==> src/rtl/booth_pkg.sv <==
// Shared types for the radix-4 Booth digit sequencer: digit code, FSM state
// and the triplet-to-digit mapping.
package booth_pkg;

    typedef struct packed {
        logic neg;
        logic zero;
        logic one;
        logic two;
    } digit_t;

    typedef enum logic {
        IDLE,
        RUN
    } state_t;

    localparam digit_t DIGIT_NONE = '0;

    // Triplet is (B[2i+1], B[2i], B[2i-1]); digit value is B[2i-1] + B[2i] - 2*B[2i+1].
    function automatic digit_t encode_triplet(input logic [2:0] t);
        digit_t d;
        d = DIGIT_NONE;
        case (t)
            3'b000, 3'b111: d.zero = 1'b1;
            3'b001, 3'b010: d.one  = 1'b1;
            3'b011:         d.two  = 1'b1;
            3'b100: begin
                d.two = 1'b1;
                d.neg = 1'b1;
            end
            default: begin
                d.one = 1'b1;
                d.neg = 1'b1;
            end
        endcase
        return d;
    endfunction

endpackage

==> src/rtl/booth_digit_seq_if.sv <==
// Operand handshake and Booth digit stream bundle for booth_digit_seq.
interface booth_digit_seq_if #(
    parameter int unsigned WIDTH = 16
);
    localparam int unsigned NUM_DIGITS = WIDTH / 2;
    localparam int unsigned IDX_W      = $clog2(NUM_DIGITS);

    logic             in_valid;
    logic             in_ready;
    logic [WIDTH-1:0] B;
    logic             dig_valid;
    logic             dig_ready;
    logic             neg;
    logic             zero;
    logic             one;
    logic             two;
    logic [IDX_W-1:0] dig_idx;
    logic             dig_last;

    modport master (
        output in_valid, B, dig_ready,
        input  in_ready, dig_valid, neg, zero, one, two, dig_idx, dig_last
    );

    modport slave (
        input  in_valid, B, dig_ready,
        output in_ready, dig_valid, neg, zero, one, two, dig_idx, dig_last
    );

endinterface

==> src/rtl/booth_enc_digit.sv <==
// Combinational radix-4 Booth recoding of one multiplier bit triplet.
module booth_enc_digit
    import booth_pkg::*;
(
    input  logic [2:0] triplet,
    output digit_t     code
);

    assign code = encode_triplet(triplet);

endmodule

==> src/rtl/booth_digit_seq.sv <==
// Sequential radix-4 Booth encoder: latches one operand, streams its digits LSB first.
// Optional macro BOOTH_SKIP_ZERO_EN: skip zero digits except the final one.
module booth_digit_seq
    import booth_pkg::*;
#(
    parameter int unsigned WIDTH = 16
) (
    input logic               clk,
    input logic               rst,
    booth_digit_seq_if.slave  bus
);

    localparam int unsigned NUM_DIGITS = WIDTH / 2;
    localparam int unsigned IDX_W      = $clog2(NUM_DIGITS);
    localparam logic [IDX_W-1:0] LAST_IDX = IDX_W'(NUM_DIGITS - 1);

    logic [WIDTH:0] b_ext;
    digit_t         enc  [NUM_DIGITS];
    digit_t         digs [NUM_DIGITS];

    state_t           state, state_next;
    logic [IDX_W-1:0] idx, idx_next;
    logic             load;
    digit_t           code_q, code_next;
    logic             last_q, last_next;
    logic [IDX_W-1:0] first_idx, adv_idx;

    assign b_ext = {bus.B, 1'b0};

    for (genvar g = 0; g < NUM_DIGITS; g++) begin : g_enc
        booth_enc_digit u_enc (
            .triplet (b_ext[2*g+2 -: 3]),
            .code    (enc[g])
        );
    end

`ifdef BOOTH_SKIP_ZERO_EN
    logic [IDX_W-1:0] skip_idx;

    // One priority search serves both the load (over fresh codes, from 0) and
    // the advance (over latched codes, from idx+1); the last digit is the fallback.
    always_comb begin
        int unsigned from_pos;
        logic        found;
        from_pos = (state == IDLE) ? 0 : 32'(idx) + 1;
        found    = 1'b0;
        skip_idx = LAST_IDX;
        for (int unsigned j = 0; j < NUM_DIGITS - 1; j++) begin
            if (!found && j >= from_pos &&
                !((state == IDLE) ? enc[j].zero : digs[j].zero)) begin
                skip_idx = IDX_W'(j);
                found    = 1'b1;
            end
        end
    end

    assign first_idx = skip_idx;
    assign adv_idx   = skip_idx;
`else
    assign first_idx = '0;
    assign adv_idx   = idx + IDX_W'(1);
`endif

    always_comb begin
        state_next = state;
        idx_next   = idx;
        load       = 1'b0;
        case (state)
            IDLE: begin
                if (bus.in_valid) begin
                    load       = 1'b1;
                    state_next = RUN;
                    idx_next   = first_idx;
                end
            end
            RUN: begin
                if (bus.dig_ready) begin
                    if (idx == LAST_IDX) begin
                        state_next = IDLE;
                        idx_next   = '0;
                    end else begin
                        idx_next = adv_idx;
                    end
                end
            end
        endcase

        code_next = DIGIT_NONE;
        if (state_next == RUN) begin
            code_next = load ? enc[idx_next] : digs[idx_next];
        end
        last_next = (state_next == RUN) && (idx_next == LAST_IDX);
    end

    always_ff @(posedge clk or posedge rst) begin
        if (rst) begin
            state  <= IDLE;
            idx    <= '0;
            code_q <= DIGIT_NONE;
            last_q <= 1'b0;
        end else begin
            state  <= state_next;
            idx    <= idx_next;
            code_q <= code_next;
            last_q <= last_next;
        end
    end

    always_ff @(posedge clk) begin
        if (load) begin
            digs <= enc;
        end
    end

    assign bus.in_ready  = (state == IDLE);
    assign bus.dig_valid = (state == RUN);
    assign bus.neg       = code_q.neg;
    assign bus.zero      = code_q.zero;
    assign bus.one       = code_q.one;
    assign bus.two       = code_q.two;
    assign bus.dig_idx   = idx;
    assign bus.dig_last  = last_q;

endmodule

==> src/flat_wrapper.sv <==
// flat-port wrapper written by rule: the top's interface ports become plain ports
module booth_digit_seq_flat import booth_pkg::*;
#(
    parameter int unsigned WIDTH = 16
)
  (clk, rst, bus_in_valid, bus_B, bus_dig_ready, bus_in_ready, bus_dig_valid, bus_neg, bus_zero, bus_one, bus_two, bus_dig_idx, bus_dig_last);
  booth_digit_seq_if #(.WIDTH(WIDTH)) bus_i ();
  input logic clk;
  input logic rst;
  input wire logic [$bits(bus_i.in_valid)-1:0] bus_in_valid;
  input wire logic [$bits(bus_i.B)-1:0] bus_B;
  input wire logic [$bits(bus_i.dig_ready)-1:0] bus_dig_ready;
  output wire logic [$bits(bus_i.in_ready)-1:0] bus_in_ready;
  output wire logic [$bits(bus_i.dig_valid)-1:0] bus_dig_valid;
  output wire logic [$bits(bus_i.neg)-1:0] bus_neg;
  output wire logic [$bits(bus_i.zero)-1:0] bus_zero;
  output wire logic [$bits(bus_i.one)-1:0] bus_one;
  output wire logic [$bits(bus_i.two)-1:0] bus_two;
  output wire logic [$bits(bus_i.dig_idx)-1:0] bus_dig_idx;
  output wire logic [$bits(bus_i.dig_last)-1:0] bus_dig_last;
  assign bus_i.in_valid = bus_in_valid;
  assign bus_i.B = bus_B;
  assign bus_i.dig_ready = bus_dig_ready;
  assign bus_in_ready = bus_i.in_ready;
  assign bus_dig_valid = bus_i.dig_valid;
  assign bus_neg = bus_i.neg;
  assign bus_zero = bus_i.zero;
  assign bus_one = bus_i.one;
  assign bus_two = bus_i.two;
  assign bus_dig_idx = bus_i.dig_idx;
  assign bus_dig_last = bus_i.dig_last;
  booth_digit_seq #(.WIDTH(WIDTH)) u_core (.clk(clk), .rst(rst), .bus(bus_i));
endmodule
==> config.mk <==
export PLATFORM = sky130hd
export DESIGN_NAME = booth_digit_seq_flat
export DESIGN_NICKNAME = d
export VERILOG_FILES = /design/src/rtl/booth_pkg.sv /design/src/rtl/booth_digit_seq_if.sv /design/src/rtl/booth_enc_digit.sv /design/src/rtl/booth_digit_seq.sv /design/src/flat_wrapper.sv
export SDC_FILE = /design/constraint.sdc
export NUM_CORES = 1
export LEC_CHECK = 0
export BUFFER_PORTS_ARGS = -buffer_cell sky130_fd_sc_hd__buf_2
export CAP_MARGIN = 20
export CORE_AREA = 4 4 71 73
export CTS_CLUSTER_DIAMETER = 60
export DETAILED_ROUTE_END_ITERATION = 6
export DIE_AREA = 0 0 75 77
export GPL_TIMING_DRIVEN = 1
export PLACE_DENSITY = 0.71
export REMOVE_ABC_BUFFERS = 1
export SLEW_MARGIN = 20
export SYNTH_ARGS = -nofsm -noshare
export SYNTH_HDL_FRONTEND = slang
export SYNTH_SLANG_ARGS = --single-unit
export TNS_END_PERCENT = 50
==> constraint.sdc <==
create_clock -name clk -period 2.4 [get_ports clk]
set_input_delay 0.24 -clock clk [delete_from_list [all_inputs] [get_ports clk]]
set_output_delay 0.24 -clock clk [all_outputs]
set_load 0.05 [all_outputs]
# Yosys cells after proc, flatten, opt, wreduce, memory -nomap -nowiden
# Index checks and enable logic that the tools add are counted.
[op_classes] addsub=1 n_lt_le_gt_ge=1 eq_ne=39 muxes=49 bitwise_logic=2 n_reduce_logical=39
[op_table] cell="$eq 3x3->1 const B" count=16
[op_table] cell="$eq 3x2->1 const B" count=14
[op_table] cell="$mux 1" count=36
[op_table] cell="$reduce_or 5->1" count=7
[op_table] cell="$reduce_or 2->1" count=16
[op_table] cell="$reduce_or 4->1" count=7
[op_table] cell="$bmux 4 s3" count=2
[op_table] cell="$logic_not 3->1" count=8
[op_table] cell="$mux 4" count=6
[op_table] cell="$eq 3x1->1 const B" count=7
[op_table] cell="$mux 3" count=3
[op_table] cell="$pmux 3 s2" count=1
[op_table] cell="$ge 4x4->1 const B" count=1
[op_table] cell="$not 3->4" count=1
[op_table] cell="$add 3x1->3 const B" count=1
[op_table] cell="$eq 2x1->1 const B" count=1
[op_table] cell="$eq 2x2->1 const B" count=1
[op_table] cell="$pmux 1 s2" count=1
[op_table] cell="$logic_and 1x1->1" count=1
[op_table] cell="$not 1->1" count=1
[word_totals] reg_bits=41 wordCells=170

# Depth between registers and ports, before layout
# Gate-level depths: netlist of run 1.
[logic_depth] word_depth=10 ltp_mapped=8

# By module
# From an unflattened synthesis of run 1, not the netlist that was laid out.
[hier_totals] hier_cells=164 area_unflattened_um2=2122.0
[by_module_without_submodules] module="booth_digit_seq" instances=1 cells_per_inst=108 area_per_inst_um2=1761.7
[by_module_without_submodules] module="booth_enc_digit" instances=8 cells_per_inst=7 area_per_inst_um2=45.0

# Worst setup path before layout of run 1
# Ideal clock, no wire load.
[synth_timing] path_kind="flip-flop to flip-flop" start="register u_core.idx[0], in the netlist u_core.bus.dig_idx[0]" end="register u_core.code_q (netlist bit u_core.bus.two)" setup_time_ns=0.182 t_arrival_ns=2.292 setup_slack_ns=-0.074 stages_incl_launch_ff=8 path_buffers=0 cell_sequence="dfrtp_1 > ha_1 > ha_1 > and4bb_1 > a21oi_4 > mux2_2 > a221oi_1 > a22oi_1"
[synth_rtl] item="from (decl)" line="booth_digit_seq.sv:22" rtl="logic [IDX_W-1:0] idx, idx_next;"
[synth_rtl] item="from (signal assigned)" line="booth_digit_seq.sv:103" rtl="idx <= idx_next;"
[synth_rtl] item="to (signal assigned)" line="booth_digit_seq.sv:104" rtl="code_q <= code_next;"
[synth_rtl] item="to (decl)" line="booth_digit_seq.sv:24" rtl="digit_t code_q, code_next;"

==> results of run 1 <==
state kept, by name, summed over array words and instances, names as in the netlist:
register              count
u_core.bus.dig_idx        3
u_core.bus.two            1
u_core.bus.neg            1
u_core.digs              32
u_core.bus.dig_valid      1
u_core.bus.dig_last       1
u_core.bus.one            1
u_core.bus.zero           1
cell usage after synthesis, drive strengths merged (6+ instances only):
| library cell | n | area [sq um] |
|---|---|---|
| a21boi | 7 | 52.6 |
| a21oi | 6 | 41.3 |
| clkbuf | 9 | 33.8 |
| dfrtp | 9 | 225 |
| edfxtp | 32 | 961 |
| mux2 | 10 | 113 |
| nand2 | 14 | 52.6 |
| nand2b | 6 | 37.5 |
| nand3 | 8 | 52.6 |
| nand3b | 7 | 52.6 |
| nor2 | 7 | 26.3 |
| o21ai | 7 | 35.0 |
| or3 | 7 | 43.8 |
| xor2 | 7 | 61.3 |
critical path, stage by stage (launching register included):
cell and delay (ns):
dfrtp_2 0.44, ha_1 0.18, ha_1 0.22, and4bb_1 0.26, a21oi_4 0.20, mux2_2 0.36, a221oi_1 0.36, a21boi_1 0.12
worst paths after layout:
check / startpoint / to / slack, ns
setup reg to reg: u_core.bus.dig_idx[0] / u_core.bus.zero / 0.13
min in group asynchronous: rst / u_core.bus.dig_last / 0.44
max in group asynchronous: rst / u_core.bus.dig_idx[0] / 1.68
setup / recovery: u_core.bus.dig_idx[0] / u_core.bus.zero / 0.13
hold reg to reg: u_core.digs[11] / u_core.bus.neg / 0.72
hold / removal: bus_B[0] / u_core.digs[29] / 0.17
metrics by stage:
step / power (mW) / instance area (sq um) / setup WS (ns)
after global placement: 2.01 / 2340 / 0.125
after global routing: 2.65 / 2450 / 0.0266
after floorplan: 1.78 / 2110 / -0.188
after detailed placement: 2.05 / 2340 / 0.0396
after CTS: 2.50 / 2440 / 0.0191
final: 2.51 / 2450 / 0.130
layout by cell type (no fill, tap or decap), types with 5 or more instances in the layout:
cell      instances
a21boi_0          6
nand2b_1          6
o21ai_0           7
nor2_1            7
xor2_1            7
or3_1             7
nand3_1           7
buf_2            29
clkbuf_8          6
edfxtp_1         32
dfrtp_1           8
nand2_1          14
mux2_2           10
a21oi_1           5
inv_1             5
nand3b_1          7
power groups by stage:
stage	Combinational (mW)	Sequential [mW]	Clock (mW)
2_1_floorplan	0.592	1.18	0
3_3_place_gp	1.05	0.959	0
3_5_place_dp	1.09	0.968	0
4_1_cts	1.09	0.953	0.461
5_1_grt	1.18	0.968	0.501
6_report	1.10	0.960	0.450
layer usage:
metal | GRT usage (%) | routed length [um] | up-vias
met3 | 4.05 | 281 | 6
met4 | 5.16 | 48 | 0
li1 | - | - | 705
met5 | 0 | 0 | -
met1 | 19.9 | 1830 | 676
met2 | 23.2 | 1920 | 48
final cells by class:
class	instances	area, sq um	area share [%]
clock buffer	8	90.1	3.67
inverter	5	18.8	0.765
multi-input combinational	117	911	37.1
sequential	41	1190	48.4
tap	52	65.1	2.65
timing repair buffer	32	183	7.44
cell families after synthesis:
kind of cell | share of synthesized area [%]
AOI/OAI and AO/OA | 10.3
xor gates and xnor gates | 2.82
adders and majority gates | 1.15
buffers and inverters | 3.97
DFF | 54.5
muxes | 11.4
and+or+nand+nor | 15.8
timing repair:
| action | CTS | global route |
|---|---|---|
| setup endpoints to repair | 0 | 3 |
| gates resized for setup | 0 | 1 |
| hold buffers | 1 | 0 |
| endpoints found under the hold margin | 9 | 0 |
==> results.ini, run 1 <==
[status]
status=finished clean

[sta]
drv_slew=0
fin_crit_sh_pct=94.6
holdWs_ns=0.175
setup_violations=0
fmax_mhz=441
worst_pin_slew_ns=0.601
hold_viol=0
fin_setup_tns_ns=0
maxSlewHeadroom_pct=59.7
fin_worst_skew_ns=0.00735
finalCriticalPeriod_ns=2.27
rsz0062_at_grt=no

[synth]
synth_cell_type_count=42
syn_area_sq_um=2170
yosysSeqAreaShare_pct=54.5
yosysWarnings=0
synth_cells=174
synth_ff_type=edfxtp_1
ys_ff_latch=41
syn_avg_cell_area_sq_um=12.5
async_flop_share_pct=22.0
synth_edf_count=32

[global_route]
grtUsageTotal_pct=14.9
antenna_found_initial=0
overflow=0
grt_pass1_wl_um=6710
grt_max_degree=26
grt_pass1_vias=1421

[critical_path]
criticalPathCategory=reg2reg
reg2reg_depth=7
cp.required_ns=2.57
crit_path_start_kind=flip-flop
cp-end-kind=flip-flop
cp_max_fo=5
critPathArrivalTime_ns=2.44

[floorplanning]
start_util_pct=49.9
io_pins=30
die_x_um=75
rows=24
coreArea_sq_um=4350
die-area_sq_um=5780
die_h_um=77

[layout]
synthToLayoutAreaGrowth_pct=12.9
nets=224
layout.cells.non_filler=255
drive_above_1_share_pct=26.6
insertedDiodeCount=0
postLayoutCoreUtil_pct=56.4
fillers=355

[min_path]
hold_path_depth=1
hold_path_class=in2reg

[drt]
routed_wl_um=4070
vias=1435
drc=0
drtAntennaViolNets=0
avgViaCountPerCell=5.63
routedWlPerCell_um=16.0
first_pass_iters=4
drtIter0Drc=83

[clock_tree]
numCtsBuffers=5
clockBufferDepth=2
clkTransAtPathRegs_ns=0.07
cts_root_buf=clkbuf_8
clock_sinks=41
htree_levels=2
clock_latency_ns=0.29
post-cts-setup-buffers=0
cts_tree=built

[placement]
placed_cells=245
gp_congestion=0.858
port_buffers=29
dpl.hpwl_um=2950

[power_and_ir_drop]
p_clk_share_pct=17.9
power.switching_uw=970
p_int_mw=1.54
p_comb_share_pct=43.8
pwr-share-seq_pct=38.2
ir_drop_mv=0.479
p_per_area_nw_per_um2=1020
swShare_pct=38.7
p_leak_nw=0.971

[flow_run]
drv_cap=0

Note: power is estimated with default switching activity, not from simulation.
==> inputs of run 2 (changes only) <==
--- a/config.mk
+++ b/config.mk
@@ -7,12 +7,12 @@
 export LEC_CHECK = 0
 export BUFFER_PORTS_ARGS = -buffer_cell sky130_fd_sc_hd__buf_2
 export CAP_MARGIN = 20
-export CORE_AREA = 4 4 71 73
+export CORE_AREA = 4 4 67 69
 export CTS_CLUSTER_DIAMETER = 60
 export DETAILED_ROUTE_END_ITERATION = 6
-export DIE_AREA = 0 0 75 77
+export DIE_AREA = 0 0 71 73
 export GPL_TIMING_DRIVEN = 1
-export PLACE_DENSITY = 0.71
+export PLACE_DENSITY_LB_ADDON = 0.3
 export REMOVE_ABC_BUFFERS = 1
 export SLEW_MARGIN = 20
 export SYNTH_ARGS = -nofsm -noshare
==> results.ini, run 2 (synthesis results as in run 1) <==
[status]
status=finished clean

[global_route]
grtUsageTotal_pct=16.5
overflow=0
grt_pass1_wl_um=6530
antenna_found_initial=0
grt_pass1_vias=1454
grt_max_degree=21

[critical_path]
crit_path_start_kind=flip-flop
cp_max_fo=6
cp-end-kind=flip-flop
criticalPathCategory=reg2reg
crit_slowest_cell=dfrtp_1
slowest_delay_ns=0.44
crit_top_cell=ha_1
cp_cell_sequence=ha_1, ha_1, and4bb_1, a21oi_4, buf_4, mux2_2, a221oi_1, a21oi_1
critPathTopFamily=compound AO/OA/AOI/OAI gates
cp.required_ns=2.57
path_buf_inv=1
critPathArrivalTime_ns=2.44

[sta]
finalCriticalPeriod_ns=2.27
maxSlewHeadroom_pct=56.2
worst_pin_slew_ns=0.652
hold_viol=0
fmax_mhz=440
setup_violations=0
fin_setup_tns_ns=0
fin_crit_sh_pct=94.7
drv_slew=0
fin_worst_skew_ns=0.00427

[clock_tree]
numCtsBuffers=5
clock_latency_ns=0.29
clockBufferDepth=2
cts_tree=built
htree_levels=2
clock_sinks=41
cts_root_buf=clkbuf_8
clkTransAtPathRegs_ns=0.07

[drt]
routed_wl_um=4040
avgViaCountPerCell=5.63
drtAntennaViolNets=0
first_pass_iters=4
vias=1442
drtIter0Drc=68
drc=0
routedWlPerCell_um=15.8

[floorplanning]
start_util_pct=55.6
die_h_um=73
coreArea_sq_um=3910
die_x_um=71
rows=23
die-area_sq_um=5180
io_pins=30

[layout]
final_common_cell=edfxtp_1
final_cell_mix=edfxtp_1, buf_2, nand2_1
insertedDiodeCount=0
drive_above_1_share_pct=28.2
nets=227
synthToLayoutAreaGrowth_pct=13.1
largest_register=u_core.digs
largest_reg_flops=32

[min_path]
hold_path_class=in2reg

[power_and_ir_drop]
power.total_mw=2.51
ir_drop_mv=0.376
p_per_area_nw_per_um2=1020
p_leak_nw=0.989

[placement]
dpl.hpwl_um=2990
gp_congestion=0.896
port_buffers=29

[flow_run]
drv_cap=0

==> run 2: worst register-to-register path, cell delays in order (launching register included) <==
cell	delay [ns]
dfrtp_1	0.44
ha_1	0.18
ha_1	0.21
and4bb_1	0.23
a21oi_4	0.14
buf_4	0.17
mux2_2	0.34
a221oi_1	0.32
a21oi_1	0.12
==> run 2: per-layer routing <==
metal,share of wire (%),up-vias,track usage (%)
met4,2.2,0,6.26
met3,5.1,10,5.10
li1,-,710,-
met1,43,689,19.6
met2,50,33,28.2
met5,0,-,0
==> run 2: worst paths after layout <==
path,start,endpoint,slack (ns),cells after the start
max in group asynchronous,rst,u_core.bus.dig_idx[2],1.71,3
worst max register to register,u_core.bus.dig_idx[0],u_core.bus.one,0.13,8
worst min register to register,u_core.bus.dig_idx[2],u_core.bus.dig_idx[2],0.72,1
min in group asynchronous,rst,u_core.bus.dig_valid,0.44,3
worst min-delay path,bus_B[0],u_core.digs[29],0.17,1
worst max-delay path,u_core.bus.dig_idx[0],u_core.bus.one,0.13,8
==> run 2: report_power, final <==
group	switching, mW	internal (mW)
sequential	0.0682	0.886
combinational	0.683	0.445
clock	0.222	0.201
==> run 2: through the flow <==
| stage | setup WS [ns] | hold WS, ns | std cells | util, % | cell area (sq um) |
|---|---|---|---|---|---|
| floorplan | -0.188 | 0.0679 | 162 | - | 2110 |
| global placement | 0.172 | 0.210 | 244 | 59.7 | 2340 |
| detailed placement | 0.104 | 0.216 | 244 | 59.7 | 2340 |
| CTS | 0.0769 | 0.157 | 253 | 62.1 | 2430 |
| global route | -0.00457 | 0.163 | 256 | 62.8 | 2460 |
| finish | 0.126 | 0.167 | 256 | 62.8 | 2460 |
==> run 2: what timing repair did <==
item	CTS	global route
buffers inserted	0	3
endpoints found under the hold margin	9	0
hold buffers	1	0
resized for setup	0	1
endpoints found under the setup margin	0	3
==> run 2: area by class of cell <==
class / instances / area, sq um
Tap cell: 50 / 62.6
Clock buffer: 6 / 72.6
Inverter: 5 / 18.8
Fill cell: 330 / 1460
Multi-Input combinational cell: 116 / 908
Sequential cell: 41 / 1190
Clock inverter: 2 / 10.0
Timing Repair Buffer: 36 / 200
==> inputs of run 3 (changes only) <==
--- a/config.mk
+++ b/config.mk
@@ -12,6 +12,7 @@
 export DETAILED_ROUTE_END_ITERATION = 6
 export DIE_AREA = 0 0 71 73
 export GPL_TIMING_DRIVEN = 1
+export MAX_ROUTING_LAYER = met4
 export PLACE_DENSITY_LB_ADDON = 0.3
 export REMOVE_ABC_BUFFERS = 1
 export SLEW_MARGIN = 20
==> results.ini, run 3 (synthesis results as in run 1) <==
[drt]
avgViaCountPerCell=5.65
routed_wl_um=4030
routedWlPerCell_um=15.7
drc=0
vias=1447
first_pass_iters=4
drtIter0Drc=54
drtAntennaViolNets=0

[clock_tree]
cts_root_buf=clkbuf_8
clockBufferDepth=2
numCtsBuffers=5
cts_tree=built
htree_levels=2
clock_latency_ns=0.29
clkTransAtPathRegs_ns=0.07
clock_sinks=41

[sta]
fin_worst_skew_ns=0.00459
maxSlewHeadroom_pct=56.1
setup_violations=0
drv_slew=0
finalCriticalPeriod_ns=2.27
hold_viol=0
fin_setup_tns_ns=0
fmax_mhz=441
holdWs_ns=0.167
worst_pin_slew_ns=0.654
fin_crit_sh_pct=94.6

[placement]
dpl.hpwl_um=2990
placed_cells=244
placed_area_sq_um=2340
gp_congestion=0.911
port_buffers=29

[power_and_ir_drop]
p_clk_share_pct=16.9
pwr-share-seq_pct=38.1
p_per_area_nw_per_um2=1020
swShare_pct=38.8
power.switching_uw=972
p_comb_share_pct=45.0
p_int_mw=1.53
ir_drop_mv=0.376
p_leak_nw=0.989

[critical_path]
cp_max_fo=6
critPathArrivalTime_ns=2.44
cp-end-kind=flip-flop
crit_path_start_kind=flip-flop
criticalPathCategory=reg2reg
cp.required_ns=2.57

[floorplanning]
die-area_sq_um=5180
start_util_pct=55.6
io_pins=30
coreArea_sq_um=3910
die_h_um=73
die_x_um=71
rows=23

[global_route]
antenna_found_initial=0
grt_pass1_vias=1459
grt_pass1_wl_um=6510
grtUsageTotal_pct=16.9
grt_max_degree=21
overflow=0

[layout]
final_common_cell=edfxtp_1
synthToLayoutAreaGrowth_pct=13.1
fillers=330
final_cell_mix=edfxtp_1, buf_2, nand2_1
nets=227
insertedDiodeCount=0
postLayoutCoreUtil_pct=62.8
layout.cells.non_filler=256
final_area_sq_um=2460
drive_above_1_share_pct=28.2
largest_register=u_core.digs
largest_reg_flops=32

[status]
status=finished clean

[min_path]
hold_path_class=in2reg

[flow_run]
drv_cap=0

run 3: power groups by stage:
stage	clock, mW	combinational (mW)	sequential (mW)
floorplan	0	0.592	1.18
global placement	0	1.05	0.960
detailed placement	0	1.08	0.968
CTS	0.435	1.08	0.953
global route	0.466	1.21	0.968
finish	0.423	1.13	0.955
run 3: metal layers:
| metal | up-vias | GRT usage [%] | part of all wire, % |
|---|---|---|---|
| met5 | - | - | 0 |
| met4 | 0 | 7.10 | 2.3 |
| met3 | 11 | 5.10 | 4.8 |
| met2 | 31 | 27.7 | 50 |
| met1 | 692 | 19.5 | 43 |
| li1 | 713 | - | - |
run 3: cell type report:
class | count | area (sq um) | share of cell area [%]
clock buffers | 6 | 72.6 | 2.95
repair buffers | 36 | 200 | 8.14
multi-input cells | 116 | 908 | 36.9
flip-flops and latches | 41 | 1190 | 48.2
clock inverters | 2 | 10.0 | 0.407
well taps | 50 | 62.6 | 2.54
inverters | 5 | 18.8 | 0.763
run 3: worst paths after layout:
| check | slack, ns | depth (start not counted) | end | startpoint |
|---|---|---|---|---|
| max | 0.13 | 8 | u_core.bus.one | u_core.bus.dig_idx[0] |
| min | 0.17 | 1 | u_core.digs[29] | bus_B[0] |
| max reg2reg | 0.13 | 8 | u_core.bus.one | u_core.bus.dig_idx[0] |
| min reg2reg | 0.73 | 1 | u_core.bus.dig_idx[2] | u_core.bus.dig_idx[2] |
| max in group asynchronous | 1.70 | 3 | u_core.bus.dig_idx[2] | rst |
| min in group asynchronous | 0.45 | 3 | u_core.bus.dig_last | rst |
run 3: worst max-delay path, cell delays in order, from the launching register on:
cell	delay (ns)
dfrtp_1	0.44
ha_1	0.18
ha_1	0.21
and4bb_1	0.23
a21oi_4	0.14
buf_4	0.17
mux2_2	0.34
a221oi_1	0.32
a21oi_1	0.12
run 3: what timing repair did:
action	4_1_cts	5_1_grt
setup buffers	0	3
endpoints found under the setup margin	0	3
hold buffers	1	0
hold endpoints to repair	9	0
resized for setup	0	1
run 3: stage by stage:
step	worst slack, ns	power (mW)
2_1_floorplan	-0.188	1.78
3_3_place_gp	0.172	2.01
3_5_place_dp	0.104	2.04
4_1_cts	0.0769	2.47
5_1_grt	-0.00457	2.65
6_report	0.130	2.50
